**config.mk**
```make
export PLATFORM = sky130hd
export DESIGN_NAME = scan_sequencer
export DESIGN_NICKNAME = d
export VERILOG_FILES = /design/src/rtl/scan_sequencer_pkg.sv /design/src/rtl/scan_sequencer_next_row_finder.sv /design/src/rtl/scan_sequencer.sv
export SDC_FILE = /design/constraint.sdc
export NUM_CORES = 1
export LEC_CHECK = 0
export CAP_MARGIN = 25
export CORE_MARGIN = 10
export CORE_UTILIZATION = 54
export CTS_BUF_LIST = sky130_fd_sc_hd__clkbuf_4 sky130_fd_sc_hd__clkbuf_8 sky130_fd_sc_hd__clkbuf_16
export DETAILED_ROUTE_END_ITERATION = 8
export GPL_ROUTABILITY_DRIVEN = 0
export PLACE_DENSITY = 0.8
export SKIP_CTS_REPAIR_TIMING = 1
export SYNTH_ARGS = -nofsm -noshare
export SYNTH_HDL_FRONTEND = slang
export SYNTH_SLANG_ARGS = --single-unit
```
**constraint.sdc**
```tcl
create_clock -name clk -period 3.3 [get_ports clk]
set_clock_uncertainty 0.05 [all_clocks]
set_input_delay 0.99 -clock clk [delete_from_list [all_inputs] [get_ports clk]]
set_output_delay 0.99 -clock clk [all_outputs]
set_load 0.01 [all_outputs]
```
**src/rtl/scan_sequencer_pkg.sv**
```systemverilog
// Shared constants for the row scan sequencer.
// State codes and row geometry used by the FSM and the row finder.
package scan_sequencer_pkg;

    localparam int ROWS  = 16;
    localparam int ROW_W = 4;

    localparam logic [1:0] ST_IDLE  = 2'd0;
    localparam logic [1:0] ST_DWELL = 2'd1;
    localparam logic [1:0] ST_GAP   = 2'd2;

endpackage

```
**src/rtl/scan_sequencer_next_row_finder.sv**
```systemverilog
// Priority search for the lowest unmasked row above a base index,
// or from row 0 when from_zero is set.
module next_row_finder
    import scan_sequencer_pkg::*;
(
    input  logic [ROWS-1:0]  mask,
    input  logic [ROW_W-1:0] base,
    input  logic             from_zero,
    output logic [ROW_W-1:0] row,
    output logic             valid
);

    // Walk downwards so the lowest qualifying index wins.
    always_comb begin
        row   = '0;
        valid = 1'b0;
        for (int k = ROWS - 1; k >= 0; k--) begin
            if (!mask[k] && (from_zero || k > int'(base))) begin
                row   = ROW_W'(k);
                valid = 1'b1;
            end
        end
    end

endmodule

```
**src/rtl/scan_sequencer.sv**
```systemverilog
// Row scan sequencer driving a 4-to-16 one-hot decoder.
// Dwell per row, blanking gap between rows, skip mask, abort.
module scan_sequencer
    import scan_sequencer_pkg::*;
#(
    parameter int DWELL = 4,
    parameter int GAP   = 1
) (
    input  logic             clk,
    input  logic             rst,
    input  logic             start,
    input  logic             stop,
    input  logic             cont,
    input  logic [ROWS-1:0]  mask,
    output logic [ROW_W-1:0] sel,
    output logic             en,
    output logic             busy,
    output logic             row_done,
    output logic             frame_done
);

    localparam int MAXC = (DWELL > GAP) ? DWELL : GAP;
    localparam int CW   = (MAXC > 1) ? $clog2(MAXC) : 1;

    localparam logic [CW-1:0] DLAST = CW'(DWELL - 1);
    localparam logic [CW-1:0] GLAST = CW'(GAP - 1);
    localparam logic [CW-1:0] GPEN  = CW'((GAP > 1) ? GAP - 2 : 0);
    localparam bit            GAP1  = (GAP == 1);

    logic [1:0]       state;
    logic [CW-1:0]    cnt;
    logic [ROWS-1:0]  mask_q;
    logic             cont_q;

    logic [ROW_W-1:0] nxt_row;
    logic             nxt_ok;
    logic [ROW_W-1:0] first_row;
    logic             first_ok;

    next_row_finder u_nxt (
        .mask      (mask_q),
        .base      (sel),
        .from_zero (1'b0),
        .row       (nxt_row),
        .valid     (nxt_ok)
    );

    next_row_finder u_first (
        .mask      (mask),
        .base      ('0),
        .from_zero (1'b1),
        .row       (first_row),
        .valid     (first_ok)
    );

    assign busy = (state != ST_IDLE);

    // FSM, dwell/gap counter, frame latches and registered outputs.
    always_ff @(posedge clk) begin
        if (rst) begin
            state      <= ST_IDLE;
            sel        <= '0;
            en         <= 1'b0;
            row_done   <= 1'b0;
            frame_done <= 1'b0;
            cnt        <= '0;
            mask_q     <= '0;
            cont_q     <= 1'b0;
        end else begin
            row_done   <= 1'b0;
            frame_done <= 1'b0;
            if (stop && state != ST_IDLE) begin
                state <= ST_IDLE;
                en    <= 1'b0;
                cnt   <= '0;
            end else begin
                case (state)
                    ST_IDLE: begin
                        if (start && !stop) begin
                            mask_q <= mask;
                            cont_q <= cont;
                            cnt    <= '0;
                            if (first_ok) begin
                                state <= ST_DWELL;
                                sel   <= first_row;
                                en    <= 1'b1;
                            end else begin
                                frame_done <= 1'b1;
                            end
                        end
                    end
                    ST_DWELL: begin
                        if (cnt == DLAST) begin
                            state    <= ST_GAP;
                            en       <= 1'b0;
                            cnt      <= '0;
                            row_done <= 1'b1;
                            if (GAP1 && !nxt_ok)
                                frame_done <= 1'b1;
                        end else begin
                            cnt <= cnt + 1'b1;
                        end
                    end
                    ST_GAP: begin
                        if (cnt == GLAST) begin
                            cnt <= '0;
                            if (nxt_ok) begin
                                state <= ST_DWELL;
                                sel   <= nxt_row;
                                en    <= 1'b1;
                            end else if (cont_q) begin
                                mask_q <= mask;
                                if (first_ok) begin
                                    state <= ST_DWELL;
                                    sel   <= first_row;
                                    en    <= 1'b1;
                                end else begin
                                    state <= ST_IDLE;
                                end
                            end else begin
                                state <= ST_IDLE;
                            end
                        end else begin
                            cnt <= cnt + 1'b1;
                            if (!GAP1 && cnt == GPEN && !nxt_ok)
                                frame_done <= 1'b1;
                        end
                    end
                    default: begin
                        state <= ST_IDLE;
                        en    <= 1'b0;
                        cnt   <= '0;
                    end
                endcase
            end
        end
    end

endmodule

```
# [Word level (Yosys, flattened, before mapping)]
# Index checks and enable logic that the tools add are counted.
[totals] reg_bits=28 output_inout_bits=8 elab_cells=178
[op_classes] addsub=1 n_lt_le_gt_ge=15 eq_ne=10 mux=98 bitwise_logic=2 n_reduce_logical=44
[op_table] op="4-bit two-way mux" count=36
[op_table] op="16-bit two-way mux" count=4
[op_table] op="1-bit two-way mux" count=43
[op_table] op="4-bit > comparator (first input constant)" count=8
[op_table] op="16-bit case mux with 2 select lines" count=1
[op_table] op="2-bit two-way mux" count=9
[op_table] op="1-bit logical AND" count=17
[op_table] op="3-bit by 4-bit > comparator with 1-bit output (first input constant)" count=4
[op_table] op="1-bit zero test" count=16
[op_table] op="2-bit != test (second input constant)" count=6
[op_table] op="2-bit case mux with 3 select lines" count=2
[op_table] op="2-bit by 4-bit > comparator with 1-bit output (first input constant)" count=2
[op_table] op="4-bit case mux with 2 select lines" count=1
[op_table] op="4-bit AND reduction" count=2
[op_table] op="6-bit AND reduction" count=1
[op_table] op="5-bit AND reduction" count=1
[op_table] op="2-bit equality test (second input constant)" count=2
[op_table] op="1-bit by 4-bit > comparator with 1-bit output (first input constant)" count=1
[op_table] op="2-bit zero test" count=2
[op_table] op="2-bit nonzero test" count=2
[op_table] op="3-bit != test (second input constant)" count=1
[op_table] op="1-bit case mux with 3 select lines" count=1
[op_table] op="3-bit AND reduction" count=1
[op_table] op="3-bit OR reduction" count=1
[op_table] op="other kinds (5)" count=6

# [Depth between registers and ports, before layout]
# Gate-level depths: netlist (run 1).
[logic_depth] word_depth=21 ltp_mapped=10 depth_no_buf=8

# [Cells and area by module]
# Synthesis (run 1) repeated with hierarchy kept, for this count alone.
[hier_totals] cells_unflattened=300 area_unflattened_um2=2362.3
[by_module_without_submodules] mod="scan_sequencer" instances=1 cells_each=170 area_each_um2=1471.4 seq_area_each_um2=560.5
[by_module_without_submodules] mod="next_row_finder" instances=2 cells_each=65 area_each_um2=445.4 seq_area_each_um2=0.0

# [Worst setup path after synthesis (run 1)]
# Ideal clock, no wire load.
[synth_path] kind="input -> register" start="input stop" end="register sel[1]" setup_time_ns=0.083 arrival_time_ns=2.605 required_ns=3.167 setup_slack_ns=0.563 cell_stages=5 n_path_buf=0 cell_sequence="or4_4 nor4_4 a32oi_4 or4_1 o221ai_1"
[synth_between] elab_chain_len=4 elab_cells_between_ends=6
[synth_lines] item="start: declaration" line_no="scan_sequencer.sv:12" text="input logic stop,"
[synth_lines] item="1-bit zero test" line_no="scan_sequencer.sv:79" text="if (start && !stop) begin"
[synth_lines] item="1-bit logical AND" line_no="scan_sequencer.sv:79"
[synth_lines] item="2-bit != test (no line)"
[synth_lines] item="5-bit AND reduction (no line) (*)"
[synth_lines] item="end signal: assignment" line_no="scan_sequencer.sv:85" text="sel <= first_row;"
[synth_lines] item="end signal: assignment" line_no="scan_sequencer.sv:109" text="sel <= nxt_row;"
[synth_lines] item="end signal: assignment" line_no="scan_sequencer.sv:115" text="sel <= first_row;"
[synth_lines] item="end: declaration" line_no="scan_sequencer.sv:15" text="output logic [ROW_W-1:0] sel,"
# Mark *: on every way between the ends. The rest lies on a longest branch, timed or not.
# A chain may end at the register's enable or synchronous reset.

# [Final worst setup path (run 1)]
[layout_path] start="register state[1]" end="output busy"
[layout_between] elab_chain_len=1
[layout_lines] item="start: declaration" line_no="scan_sequencer.sv:30" text="logic [1:0] state;"
[layout_lines] item="start signal: assignment" line_no="scan_sequencer.sv:61" text="state <= ST_IDLE;"
[layout_lines] item="start signal: assignment" line_no="scan_sequencer.sv:73" text="state <= ST_IDLE;"
[layout_lines] item="start signal: assignment" line_no="scan_sequencer.sv:84" text="state <= ST_DWELL;"
[layout_lines] item="2-bit nonzero test" line_no="scan_sequencer.sv:56" text="assign busy = (state != ST_IDLE);"
[layout_lines] item="end: declaration" line_no="scan_sequencer.sv:17" text="output logic busy,"
# No other way between the ends.

==> results of run 1 <==
[power by group through the flow]
| stage | clock network [mW] | registers (mW) | logic [mW] |
|---|---|---|---|
| after detailed placement | 0 | 0.474 | 0.547 |
| final | 0.145 | 0.467 | 0.552 |
| after global placement | 0 | 0.473 | 0.541 |
| after global routing | 0.167 | 0.478 | 0.611 |
| after CTS | 0.152 | 0.466 | 0.551 |
| after floorplan | 0 | 0.438 | 0.431 |
[state kept, by name, indices dropped and copies added (netlist names)]
register	flops
cnt	2
cont_q	1
en	1
frame_done	1
mask_q	15
row_done	1
sel	4
state	2
[path summary, 6_finish.rpt]
kind	startpoint	slack (ns)	end
worst min-delay path	cnt[0]	0.46	cnt[0]
worst max register to register	sel[1]	0.55	sel[0]
worst min register to register	cnt[0]	0.46	cnt[0]
worst max-delay path	state[1]	0.40	busy
[stage by stage]
stage               worst slack (ns)  cells  area (sq um)  utilization (%)  hold slack (ns)
floorplan                      0.563    230          1910                -            0.411
global placement               0.156    302          2240             66.2            0.429
detailed placement             0.117    302          2240             66.2            0.433
CTS                            0.392    306          2270             67.0            0.452
global route                   0.260    306          2270             67.0            0.466
finish                         0.403    306          2270             67.0            0.456
[final cells by class]
cell class	instances	area [sq um]	area share, %
well taps	46	57.6	2.53
clock buffers	3	22.5	0.992
clock inverters	1	5.00	0.220
repair buffers	37	348	15.3
inverters	12	45.0	1.98
multi-input cells	180	1250	55.2
flip-flops and latches	27	541	23.8
[synth_stat cells, drive strengths merged, types with 5 or more instances]
| master | n | area share [%] |
|---|---|---|
| ha | 7 | 4.6 |
| buf | 7 | 3.0 |
| nand2 | 13 | 2.6 |
| nor2 | 34 | 6.7 |
| nand2b | 5 | 1.6 |
| a21oi | 15 | 3.9 |
| mux2i | 17 | 8.9 |
| dfxtp | 27 | 28 |
| inv | 12 | 2.4 |
| o21ai | 10 | 2.6 |
| nand3 | 7 | 1.8 |
[worst max-delay path: cells and delay by family, from the launching register on]
family,cells,cell delay [ns]
buf+inv,3,0.81
flops,1,0.42
fa+ha+maj,1,0.30
[cells by family after synthesis]
| group | count (synthesis) | share of synthesized area (%) |
|---|---|---|
| flip-flops | 27 | 28.3 |
| AO/OA/AOI/OAI | 67 | 25.6 |
| multiplexers | 17 | 8.91 |
| AND/OR/NAND/NOR | 89 | 26.5 |
| buffers and inverters | 23 | 6.16 |
| adder cells (fa/ha/maj) | 7 | 4.58 |
[per-layer routing]
metal  global-route usage (%)  wire length [um]  vias up
met4                     4.84                95        0
li1                         -                 -      917
met2                     26.5              2380       49
met1                     18.9              2120      870
met5                        0                 0        -
met3                     4.39               325       10
==> qor.txt, run 1 <==
Hold Path Class - flop to flop
Syn Inst Count - 230
Core Area - 3390 sq um
Slowest CP cell - clkdlybuf4s50_1
# H-tree levels - 1
Post-synthesis cell type count - 57
First DRT Iteration DRCs - 126
Seq/Total Area, Yosys - 28.3%
GRT Overall Usage - 15.8%
Critical Path Source Type - flop
Total gr overflow - 0
Clock Power Share - 12.5%
Arrival time of the worst setup path - 1.86 ns
CTS Buf Count - 3
P_sw - 0.474 mW
First-pass GRT wire length - 8310 um
Routed wire length - 4920 um
Fin crit share - 87.8%
Initial antenna violation count - 0
PD cells - 512 nW/um^2
Post-synth EDFFs - 0
Kind of critical path - flop to output port
Synth Warn # - 0
DPL Wire Length - 3840 um
Antenna Nets Post-Route - 0
CTS Sinks - 27
P&R area growth vs syn - 18.9%
Pin count of the biggest net entering global routing - 19
Initial Util - 56.4%
Post-Syn Nets - 258
Total of max-cap violations - 0
Max-slew violations - 0
P_int - 0.689 mW
Root Driver - clkbuf_4
Share of layout cells above drive strength 1 - 9.62%
Ys flop type - dfxtp_1
Commonest non-fill, non-tap cells in the layout - 34 x nor2_1, 28 x clkdlybuf4s50_1, 27 x dfxtp_1, 17 x mux2i_1, 15 x a21oi_1
Status - finished, final reports clean
Worst reg2reg path depth - 6
Worst slew pin tran - 0.589 ns
Pwr Total - 1.16 mW
CP Capture Type - output port
Asr flop ratio synth - 0%
Final #Nets - 289
Worst-path maximum fanout - 10
Clock buffer depth - 2
Final setup TNS - 0 ns
Sequential share of power - 40.1%
Vias in the first global route - 1759
Clock Pin Slew Worst Setup and Hold Paths - 0.15 ns
Post-DR vias/cell - 6.03
Most common cell after layout, fill and taps aside - nor2_1
Max IR drop VDD - 0.493 mV
Setup violators final - 0
RSZ-0062 raised after global routing - no
Critical-path cell list - inv_1 > ha_1 > inv_1 > clkdlybuf4s50_1
Final Hold Fails - 0
Peak Freq - 345 MHz
Cell mode on critical path - inv_1
I/O Pins - 29
Leak - 0.931 nW
Clk_lat worst skew - 0.33 ns
Die Ht - 79.5 um
Via count - 1846
Logic gate share of total power - 47.4%
DIE WIDTH - 79.5 um
Mapped Avg Cell Area - 8.31 sq um
Worst endpoint required time - 2.26 ns
CTS tree - done
Hold path cells - 2
Fillers - 284
Sw frac - 40.7%
Crit path largest cell delay - 0.56 ns
Max-Slew Margin vs Limit - 60.7%
WL/cell - 16.1 um
Synthesized area - 1910 sq um
Inserted Diodes - 0
DRC - 0
FP Rows - 21
Die Area - 6320 sq um
IO buf count - 28
Synth Register Bits - 27
TritonRoute pass-1 iters - 4
Tmin final - 2.90 ns
Power figures use the tool's default switching activity.
==> run 2: changes to the inputs <==
- clock period: 3.3 -> 2.8 ns (I/O delays scaled with it)
==> run 2 against run 1 <==
  * First-iteration DRC count increased by 87%
  * Critical endpoint unchanged
  * Sequential share of layout area decreased by 1.8 points
  * Power increased by 23%
==> qor.txt, run 2 (synthesized netlist as in run 1, its figures left out) <==
CTS Buf Count - 3 (unchanged)
Routed wire length - 5140 um (+4.4%)
Share of layout cells above drive strength 1 - 17.5% (+7.9 points)
Status - finished, final reports clean
Pin count of the biggest net entering global routing - 17 (-2)
Max-Slew Margin vs Limit - 66.5% (+5.8 points)
Leak - 1.05 nW (+13%)
I/O Pins - 29 (unchanged)
Clk_lat worst skew - 0.33 ns (about the same)
Initial Util - 56.4% (unchanged)
CP Capture Type - output port
Peak Freq - 371 MHz
Arrival time of the worst setup path - 1.80 ns (-0.06 ns)
Final #Nets - 314 (+8.7%)
CTS Sinks - 27 (unchanged)
TritonRoute pass-1 iters - 4 (unchanged)
Worst-path maximum fanout - 5 (-5)
Vias in the first global route - 1903 (+8.2%)
Via count - 1950 (+5.6%)
DPL Wire Length - 4130 um (+7.4%)
PD cells - 582 nW/um^2 (+14%)
P&R area growth vs syn - 28.7%
Total gr overflow - 0 (unchanged)
RSZ-0062 raised after global routing - no
Clock buffer depth - 2 (unchanged)
Core Area - 3390 sq um (unchanged)
Post-DR vias/cell - 5.89 (-2.3%)
GRT Overall Usage - 17.2% (+1.4 points)
Largest register FFs - 15 (unchanged)
Max IR drop VDD - 0.607 mV (+23%)
DRC - 0 (unchanged)
Final Hold Fails - 0 (unchanged)
Kind of critical path - flop to output port
CTS tree - done
Max-slew violations - 0 (unchanged)
Die Ht - 79.5 um (unchanged)
Pre-CTS setup slack - -0.248 ns (-0.365 ns)
# H-tree levels - 1 (unchanged)
Most flops, register - mask_q
First DRT Iteration DRCs - 235 (+87%)
Inserted Diodes - 0 (unchanged)
FP Rows - 21 (unchanged)
Total of max-cap violations - 0 (unchanged)
Setup violators final - 0 (unchanged)
Largest registers - mask_q (15), sel (4)
Tmin final - 2.69 ns
DIE WIDTH - 79.5 um (unchanged)
IO buf count - 28 (unchanged)
Antenna Nets Post-Route - 0 (unchanged)
First-pass GRT wire length - 9130 um (+9.9%)
Pwr Total - 1.43 mW (+23%)
Worst slew pin tran - 0.496 ns (-0.0930 ns)
Root Driver - clkbuf_4
Worst endpoint required time - 1.91 ns (-0.35 ns)
Clock Pin Slew Worst Setup and Hold Paths - 0.15 ns (about the same)
WHS - 0.465 ns (+0.00888 ns)
Initial antenna violation count - 0 (unchanged)
Commonest non-fill, non-tap cells in the layout - 34 x nor2_1, 34 x buf_4, 28 x clkdlybuf4s50_1, 27 x dfxtp_1, 17 x mux2i_1
Hold Path Class - flop to flop
Worst setup margin - 0.106 ns (-0.297 ns)
Fin crit share - 96.2%
Die Area - 6320 sq um (unchanged)
WL/cell - 15.5 um (-3.5%)
Critical Path Source Type - flop
run 2: cell count changes in the layout (fill, tap and decap cells not counted):
cell / before / now
buf_4: 9 / 34
run 2: final cells by class:
class / count / area (sq um)
well taps: 46 / 57.6
clock inverters: 1 / 5.00
inverters: 12 / 45.0
multi-input cells: 180 / 1250
flip-flops and latches: 27 / 541
clock buffers: 3 / 22.5
fillers: 260 / 931
repair buffers: 62 / 536
run 2: report_power, final:
part | total, mW | switching, mW | internal (mW)
Combinational | 0.713 | 0.355 | 0.358
Sequential | 0.545 | 0.0957 | 0.450
Clock | 0.174 | 0.120 | 0.0538
run 2: metrics by stage:
| step | TNS [ns] | utilization [%] | std cells | instance area (sq um) |
|---|---|---|---|---|
| 6_report | 0 | 72.5 | 331 | 2460 |
| 5_1_grt | 0 | 72.5 | 331 | 2460 |
| 4_1_cts | 0 | 72.5 | 331 | 2460 |
| 3_5_place_dp | -3.37 | 71.7 | 327 | 2430 |
| 3_3_place_gp | -1.88 | 71.7 | 327 | 2430 |
| 2_1_floorplan | 0 | - | 230 | 1910 |
run 2: path summary, 6_finish.rpt:
path         endpoint  slack [ns]  cells past startpoint     start
min reg2reg    cnt[0]        0.46                      2    cnt[0]
max reg2reg    sel[1]        0.24                      8  state[0]
min            cnt[0]        0.46                      2    cnt[0]
max              busy        0.11                      4  state[0]
run 2: critical path: stages (launching register included):
cell	delay, ns
dfxtp_1	0.41
inv_1	0.09
ha_1	0.27
inv_1	0.15
clkdlybuf4s50_1	0.56
run 2: routing by layer:
layer  up-vias  share of wire [%]  GRT usage [%]
met2        60                 51           31.1
li1        974                  -              -
met5         -                  0              0
met3        12                5.7           3.49
met4         0                1.7           4.12
met1       904                 41           20.1
==> run 3: changes to the inputs <==
- CORE_MARGIN: 10 -> 2
==> run 3 against run 2 <==
  * Setup slack gained 0.018 ns
  * Via count grew 1.3%
  * Combinational power is 0.6% higher
  * First-iteration DRC count is 11% lower
  * Critical endpoint unchanged
  * Clock power rose by 7%
  * Highest routed layer unchanged
==> qor.txt, run 3 (synthesized netlist as in run 1, its figures left out) <==
Final #Nets - 315 (+0.32%)
Antenna Nets Post-Route - 0 (unchanged)
Status - finished, final reports clean
Via count - 1976 (+1.3%)
First-pass GRT wire length - 8600 um (-5.8%)
Slowest CP cell - clkdlybuf4s50_1
Worst slew pin tran - 0.494 ns (-0.00222 ns)
Cell mode on critical path - inv_1
Clk_lat worst skew - 0.34 ns (about the same)
WHS - 0.452 ns (-0.0129 ns)
PD cells - 590 nW/um^2 (+1.4%)
FP Rows - 21 (unchanged)
Kind of critical path - flop to output port
Clock buffer depth - 2 (unchanged)
Worst endpoint required time - 1.91 ns (about the same)
Setup violators final - 0 (unchanged)
DPL Wire Length - 3990 um (-3.4%)
Peak Freq - 374 MHz (+0.68%)
Fin crit share - 95.6% (-0.65 points)
RSZ-0062 raised after global routing - no
Inserted Diodes - 0 (unchanged)
CTS Sinks - 27 (unchanged)
Final Hold Fails - 0 (unchanged)
Die Area - 4030 sq um (-36%)
Critical-path cell list - inv_1 > ha_1 > inv_1 > clkdlybuf4s50_1
Max-Slew Margin vs Limit - 66.7% (+0.15 points)
Tmin final - 2.68 ns (-0.0183 ns)
CTS Buf Count - 3 (unchanged)
WL/cell - 15.0 um (-3.2%)
Worst-path maximum fanout - 5 (unchanged)
Die Ht - 63.5 um (-20%)
Most common cell after layout, fill and taps aside - buf_4
Max-slew violations - 0 (unchanged)
Total gr overflow - 0 (unchanged)
Core Area - 3360 sq um (-0.78%)
DIE WIDTH - 63.5 um (-20%)
Share of layout cells above drive strength 1 - 17.8% (+0.29 points)
Most flops, register - mask_q
Hold Path Class - flop to flop
# H-tree levels - 1 (unchanged)
CTS tree - done
DRC - 0 (unchanged)
Largest register FFs - 15 (unchanged)
Pin count of the biggest net entering global routing - 18 (+1)
Root Driver - clkbuf_4
First DRT Iteration DRCs - 208 (-11%)
TritonRoute pass-1 iters - 4 (unchanged)
Initial Util - 56.8% (+0.44 points)
I/O Pins - 29 (unchanged)
GRT Overall Usage - 26.3% (+9.1 points)
Leak - 1.06 nW (+0.52%)
Initial antenna violation count - 0 (unchanged)
Largest registers - mask_q (15), sel (4)
Critical Path Source Type - flop
Worst setup margin - 0.124 ns (+0.0183 ns)
Arrival time of the worst setup path - 1.79 ns (about the same)
Max IR drop VDD - 0.417 mV (-31%)
Total of max-cap violations - 0 (unchanged)
Routed wire length - 4990 um (-2.9%)
P&R area growth vs syn - 29.3%
Crit path largest cell delay - 0.56 ns (about the same)
IO buf count - 28 (unchanged)
Commonest non-fill, non-tap cells in the layout - 35 x buf_4, 34 x nor2_1, 28 x clkdlybuf4s50_1, 27 x dfxtp_1, 17 x mux2i_1
Post-DR vias/cell - 5.95 (+1.0%)
CP Capture Type - output port
Clock Pin Slew Worst Setup and Hold Paths - 0.16 ns (about the same)
Vias in the first global route - 1882 (-1.1%)
Fillers - 284 (+9.2%)
Final setup TNS - 0 ns (unchanged)
Pre-CTS setup slack - -0.194 ns (+0.0537 ns)
run 3: cell types whose count changed in the layout (fill, tap and decap cells not counted), sizes merged:
| cell | before | now |
|---|---|---|
| buf | 34 | 35 |
| inv | 12 | 13 |
| clkinv | 1 | 0 |
run 3: area by class of cell:
cell class | instances | area (sq um) | area share, %
repair buffers | 63 | 543 | 22.0
well taps | 46 | 57.6 | 2.33
multi-input cells | 180 | 1250 | 50.7
inverters | 12 | 45.0 | 1.82
flip-flops and latches | 27 | 541 | 21.9
clock buffers | 3 | 22.5 | 0.912
clock inverters | 1 | 8.76 | 0.355
run 3: where the power goes:
group / leakage [nW] / internal (mW) / total, mW / switching, mW
Combinational: 0.817 / 0.359 / 0.717 / 0.358
Clock: 0.0183 / 0.0586 / 0.187 / 0.128
Sequential: 0.220 / 0.450 / 0.554 / 0.105
Total: 1.06 / 0.868 / 1.46 / 0.591
run 3: path summary, 6_finish.rpt:
path,start,end,slack (ns),depth (start not counted)
hold reg to reg,cnt[0],cnt[0],0.45,2
setup / recovery,state[0],busy,0.12,4
hold / removal,cnt[0],cnt[0],0.45,2
setup reg to reg,state[0],sel[0],0.15,8
run 3: critical path, delay by kind of cell (launching register included):
kind / cells / cell delay [ns]
buffers and inverters: 3 / 0.78
DFF: 1 / 0.41
adders and majority gates: 1 / 0.26
run 3: per-layer routing:
layer | GRT usage (%) | vias to the layer above | part of all wire (%)
li1 | - | 974 | -
met1 | 33.9 | 938 | 43
met2 | 44.1 | 56 | 51
met3 | 6.25 | 8 | 5.6
met4 | 6.52 | 0 | 0.94
met5 | 0 | - | 0
run 3: per-stage QoR:
stage / instance area (sq um) / util [%] / power [mW] / instances
finish: 2470 / 73.4 / 1.46 / 332
CTS: 2470 / 73.4 / 1.45 / 332
floorplan: 1910 / - / 1.02 / 230
detailed placement: 2440 / 72.5 / 1.27 / 328
global placement: 2440 / 72.5 / 1.24 / 328
global route: 2470 / 73.4 / 1.56 / 332
